## config.mk

```make
export PLATFORM = sky130hd
export DESIGN_NAME = spi_chain_master
export DESIGN_NICKNAME = d
export VERILOG_FILES = /design/src/rtl/spi_chain_master.sv
export SDC_FILE = /design/constraint.sdc
export NUM_CORES = 1
export LEC_CHECK = 0
export ABC_CLOCK_PERIOD_IN_PS = 2200
export BUFFER_PORTS_ARGS = -buffer_cell sky130_fd_sc_hd__buf_2
export CELL_PAD_IN_SITES_DETAIL_PLACEMENT = 0
export CELL_PAD_IN_SITES_GLOBAL_PLACEMENT = 1
export CORE_MARGIN = 1
export CORE_UTILIZATION = 39
export CTS_CLUSTER_DIAMETER = 80
export DETAILED_ROUTE_END_ITERATION = 16
export PLACE_DENSITY_LB_ADDON = 0.1
export SYNTH_ARGS = -nofsm -noshare
export SYNTH_HDL_FRONTEND = slang
export SYNTH_SLANG_ARGS = --single-unit
```

## constraint.sdc

```tcl
create_clock -name clk -period 2.2 [get_ports clk]
set_clock_uncertainty 0.05 [all_clocks]
set_input_delay 0.11 -clock clk [delete_from_list [all_inputs] [get_ports clk]]
set_output_delay 0.11 -clock clk [all_outputs]
set_load 0.01 [all_outputs]
```

## src/rtl/spi_chain_master.sv

```systemverilog
// rtl/spi_chain_master.sv - SPI mode-0 master shifting one frame through a daisy chain of shift-register slaves
module spi_chain_master #(
  parameter int NUM_DEV = 4,
  parameter int FRAME_W = 16,
  parameter int CLK_DIV = 4
) (
  input  logic                         clk,
  input  logic                         rst_n,
  input  logic                         in_valid,
  output logic                         in_ready,
  input  logic [NUM_DEV*FRAME_W-1:0]   tx_data,
  output logic                         busy,
  output logic                         done,
  output logic                         sclk,
  output logic                         mosi,
  output logic                         cs_n
);

  localparam int NB = NUM_DEV * FRAME_W;
  localparam int DW = $clog2(CLK_DIV + 1);
  localparam int BW = $clog2(NB + 1);

  typedef enum logic [2:0] {
    IDLE     = 3'd0,
    SHIFT_LO = 3'd1,
    SHIFT_HI = 3'd2,
    HOLD     = 3'd3,
    GAP      = 3'd4
  } state_t;

  state_t          state_q, state_d;
  logic [DW-1:0]   div_q, div_d;
  logic [BW-1:0]   bit_q, bit_d;
  logic [NB-1:0]   shreg_q, shreg_d;
  logic            sclk_q, sclk_d;
  logic            mosi_q, mosi_d;
  logic            cs_n_q, cs_n_d;
  logic            done_q, done_d;
  logic            busy_q, busy_d;
  logic            in_ready_q, in_ready_d;
  logic            div_last;
  logic [BW-1:0]   bit_next;

  assign div_last = (div_q == DW'(CLK_DIV - 1));
  assign bit_next = bit_q + BW'(1);

  // Next-state logic; every output is derived from the next state so it is registered.
  always_comb begin
    state_d = state_q;
    div_d   = div_q;
    bit_d   = bit_q;
    shreg_d = shreg_q;
    case (state_q)
      IDLE: begin
        if (in_valid && in_ready_q) begin
          state_d = SHIFT_LO;
          shreg_d = tx_data;
          div_d   = '0;
          bit_d   = '0;
        end
      end
      SHIFT_LO: begin
        if (div_last) begin
          state_d = SHIFT_HI;
          div_d   = '0;
        end else begin
          div_d = div_q + DW'(1);
        end
      end
      SHIFT_HI: begin
        if (div_last) begin
          div_d = '0;
          bit_d = bit_next;
          if (bit_next < BW'(NB)) begin
            // Shifting here, at the falling edge, keeps mosi stable across the whole low half.
            state_d = SHIFT_LO;
            shreg_d = {shreg_q[NB-2:0], 1'b0};
          end else begin
            state_d = HOLD;
          end
        end else begin
          div_d = div_q + DW'(1);
        end
      end
      HOLD: begin
        if (div_last) begin
          state_d = GAP;
          div_d   = '0;
        end else begin
          div_d = div_q + DW'(1);
        end
      end
      GAP: begin
        if (div_last) begin
          state_d = IDLE;
          div_d   = '0;
        end else begin
          div_d = div_q + DW'(1);
        end
      end
      default: begin
        state_d = IDLE;
        div_d   = '0;
      end
    endcase

    sclk_d     = (state_d == SHIFT_HI);
    cs_n_d     = !((state_d == SHIFT_LO) || (state_d == SHIFT_HI) || (state_d == HOLD));
    mosi_d     = ((state_d == SHIFT_LO) || (state_d == SHIFT_HI)) ? shreg_d[NB-1] : 1'b0;
    done_d     = (state_q == HOLD) && (state_d == GAP);
    busy_d     = (state_d != IDLE);
    in_ready_d = (state_d == IDLE);
  end

  // State and output registers; reset abandons any partial frame without a done pulse.
  always_ff @(posedge clk or negedge rst_n) begin
    if (!rst_n) begin
      state_q    <= IDLE;
      div_q      <= '0;
      bit_q      <= '0;
      shreg_q    <= '0;
      sclk_q     <= 1'b0;
      mosi_q     <= 1'b0;
      cs_n_q     <= 1'b1;
      done_q     <= 1'b0;
      busy_q     <= 1'b0;
      in_ready_q <= 1'b1;
    end else begin
      state_q    <= state_d;
      div_q      <= div_d;
      bit_q      <= bit_d;
      shreg_q    <= shreg_d;
      sclk_q     <= sclk_d;
      mosi_q     <= mosi_d;
      cs_n_q     <= cs_n_d;
      done_q     <= done_d;
      busy_q     <= busy_d;
      in_ready_q <= in_ready_d;
    end
  end

  assign sclk     = sclk_q;
  assign mosi     = mosi_q;
  assign cs_n     = cs_n_q;
  assign done     = done_q;
  assign busy     = busy_q;
  assign in_ready = in_ready_q;

endmodule

```

==> impl.org <==
** Outcome
- Run status :: finished, final reports clean

** Floorplanning
- Effective utilization at floorplan :: 0.4053
- Horiz. Die Dim :: 100.2 µm
- From bottom edge to top edge, the die measures 100.2 µm.
- The total area inside the core boundary comes to 9284 µm².
- IO Pins :: 73
- The floorplan has 35 rows.
- The die covers 10040 µm².

** Layout
- The number of antenna diodes in the final layout is 0.
- End-of-flow core utilization :: 0.5074
- In the final layout, the share of cells above drive strength 1 is 0.2836.
- Layout net count :: 474
- In the final layout, flip-flops and latches occupy 2079 µm².
- # fillers :: 887
- The multi-input combinational cells in the finished layout cover a total of 1539 µm².
- Relative to the synthesized area, the layout overhead comes to 25.21%.

** STA
- The count of pins over their slew limit is 0.
- Portion of the clock cycle consumed by the worst path in the final layout :: 0.9461
- Setup violations remaining at the end of the flow were counted as 0.
- For this run, the top clock speed supported by timing is 480.4 MHz.
- Setup total negative slack on the finished layout was measured at 0 ns.
- Measured against its own limit, the worst slew margin works out to 0.6420.
- The number of endpoints with negative hold slack in the final report is 0.
- Clock period minus final worst setup slack :: 2.081 ns
- For the pin with the worst max-slew slack, the measured transition is 0.5369 ns.
- Once routing completed, OpenROAD measured the worst setup slack at 0.1186 ns.
- Setup repair after global routing left no endpoint under its margin.

** Flow run
- Number of maximum-capacitance violations :: 0

** Clock tree
- The clock passes through at most 2 buffers.
- Clock root buffer master :: sky130_fd_sc_hd__clkbuf_8
- Clock network latency to the later pin of the worst-skew pair :: 0.34 ns
- Level count of the clock H-tree :: 3
- TritonCTS buffer count :: 9
- TritonCTS built the clock tree.
- After clock tree synthesis, the clock-pin slew on the worst setup and hold paths is 0.08 ns.
- TritonCTS sink count :: 83

** Logic synthesis
- Portion of the post-synthesis area used by sequential elements :: 0.5527
- Post-synthesis cell type count :: 39
- In this run, synthesis produced a sequential element count of 83.
- Synthesized net count :: 385
- The cell area that synthesis handed to floorplanning was 3762 µm².
- Predominant post-synthesis flop cell :: sky130_fd_sc_hd__dfrtp_1
- A synthesized cell averages 11.91 µm².
- After technology mapping, the gate count stands at 316.
- Post-synth EDFFs :: 0
- After synthesis, the share of flip-flops with an asynchronous set or reset is 1.000.
- Synth warnings :: 0

** Critical path
- Arrival time at the worst endpoint :: 2.26 ns
- The worst setup path is launched from a flip-flop.
- CP Class :: reg -> reg
- Ordered list of cells on the worst path :: ha_2, nand3b_1, or2_1, mux2i_4, o21ai_4, buf_12, a221o_1
- Grouping stages by cell kind, the critical path spends the most delay in compound AO/OA/AOI/OAI gates.
- In this run the worst path has a maximum fanout of 39.
- For the worst setup path, the data required time is 2.38 ns.
- Counting both buffers and inverters, the worst setup path holds a total of 1.
- In this design, the stage delay of the slowest critical-path cell is 0.41 ns.
- Cell with the largest stage delay on the worst path :: sky130_fd_sc_hd__dfrtp_1
- The worst setup path is captured at a flip-flop.

** Route
- After detailed routing, the number of remaining DRC violations is 0.
- Antenna viol nets, final :: 0
- Final routed wirelength across all metal layers :: 8062 µm
- Routed vias :: 2770
- In the final routed layout, each cell accounts on average for 14.99 µm.
- The first TritonRoute pass finished after 4 iterations.
- Post-detailed-route via-to-cell ratio :: 5.149
- The first routing iteration left 108 violations.

** Placed design
- Routability-driven placement finished with a final weighted congestion of 0.8089.
- Final HPWL from detailed placement :: 5247 µm
- Input and output buffers added on the ports amount to 72.
- OpenSTA, run right after detailed placement, puts the worst setup slack at 0.002331 ns.

** Global route
- Via count of the first global-routing pass :: 2695
- First-pass GRT wire length :: 13430 µm
- Antenna violations before repair :: 0
- Overall track demand over capacity in global routing :: 0.1705
- Pin count of the biggest net entering global routing :: 45
- Summed over all layers, the global routing overflow is 0.

** Power and ir drop
- Pwr dens :: 1204 nW/µm²
- The worst-case IR drop observed on VDD is 682.5 µV.
- In this run the static leakage power is 0.002206 µW.

** Hold path
- The tightest min-delay check is of the in -> reg type.
metal layers:
layer	vias up	global-route usage	routed length, µm	share of wire
met1	1334	0.2409	3869	0.48
met5	-	0	0	0
li1	1353	-	-	-
met2	77	0.2571	3757	0.47
met4	0	0.04682	81	0.010
met3	6	0.04735	353	0.044
through the flow:
stage	cells	instance area, µm²	hold slack, ns	total power, µW
after floorplan	316	3762	-0.2356	3885
after CTS	533	4652	0.0008701	5683
after global routing	538	4711	0.001966	6070
after global placement	508	4344	0.07370	4439
after detailed placement	508	4344	0.07653	4470
final	538	4711	0.01660	5672
cells in the final DEF, fill, tap and decap left out, drive strengths merged, types with 2 or more instances in the layout:
cell,count
bufinv,2
dfrtp,81
xor2,4
nor3,4
dlygate4sd3,10
xnor2,2
nand2b,2
o21ai,9
nand3,6
inv,3
clkinv,3
nand2,10
dfstp,2
clkbuf,10
or2,3
ha,2
nor2,18
and2,62
buf,92
and3,3
a21oi,6
a221o,62
cells by family after synthesis:
logic type,synth area share
and+or+nand+nor,0.1633
AOI/OAI and AO/OA,0.2115
DFF,0.5527
buffers and inverters,0.04390
xor gates and xnor gates,0.01597
adders and majority gates,0.006650
muxes,0.005986
worst paths after layout:
check / startpoint / cells after the start / to / slack (ns)
setup reg to reg: div_q[0] / 7 / shreg_q[37] / 0.12
min in group asynchronous: rst_n / 2 / shreg_q[20] / 0.24
setup / recovery: div_q[0] / 7 / shreg_q[37] / 0.12
max in group asynchronous: rst_n / 3 / cs_n / 1.18
hold / removal: tx_data[7] / 3 / shreg_q[7] / 0.02
hold reg to reg: shreg_q[6] / 1 / shreg_q[7] / 0.45
cell usage after synthesis, drive strengths merged (2+ instances only):
library cell | number | area [µm²]
a21oi | 6 | 30.03
a221o | 62 | 620.6
and2 | 62 | 387.9
and3 | 3 | 18.77
buf | 17 | 127.6
clkbuf | 7 | 26.28
dfrtp | 81 | 2027
dfstp | 2 | 52.55
ha | 2 | 25.02
inv | 3 | 11.26
nand2 | 10 | 37.54
nand2b | 2 | 12.51
nand3 | 6 | 30.03
nor2 | 18 | 70.07
nor3 | 4 | 25.02
o21ai | 9 | 56.31
or2 | 3 | 18.77
xnor2 | 2 | 17.52
xor2 | 4 | 42.55
where the power goes:
part           internal (µW)  switching, µW
combinational           1050            842
clock                    632            536
sequential              2190            412
sequential cells by signal, indices dropped and copies added, names as in the netlist:
signal and cells:
shreg_q 64, state_q 3, done 1, div_q 3, bit_q 7, busy 1, sclk 1, mosi 1
in_ready 1, cs_n 1
cell type report:
cell class,count,share of cell area
inverter,3,0.002390
clock inverter,5,0.01673
tap,129,0.03426
multi-input combinational,206,0.3267
sequential,83,0.4414
timing repair buffer,102,0.1514
clock buffer,10,0.02709
worst min-delay path, cell delays in order:
cell	delay (ns)
sky130_fd_sc_hd__buf_2	0.07
sky130_fd_sc_hd__and2_1	0.10
sky130_fd_sc_hd__a221o_1	0.09
what timing repair did:
item,in CTS,in global routing
hold buffers,10,0
endpoints found under the setup margin,54,62
setup buffers,0,5
endpoints found under the hold margin,48,0
resized for setup,1,3
pin swaps,0,1
No activity file was read; power rests on OpenSTA's default activity.
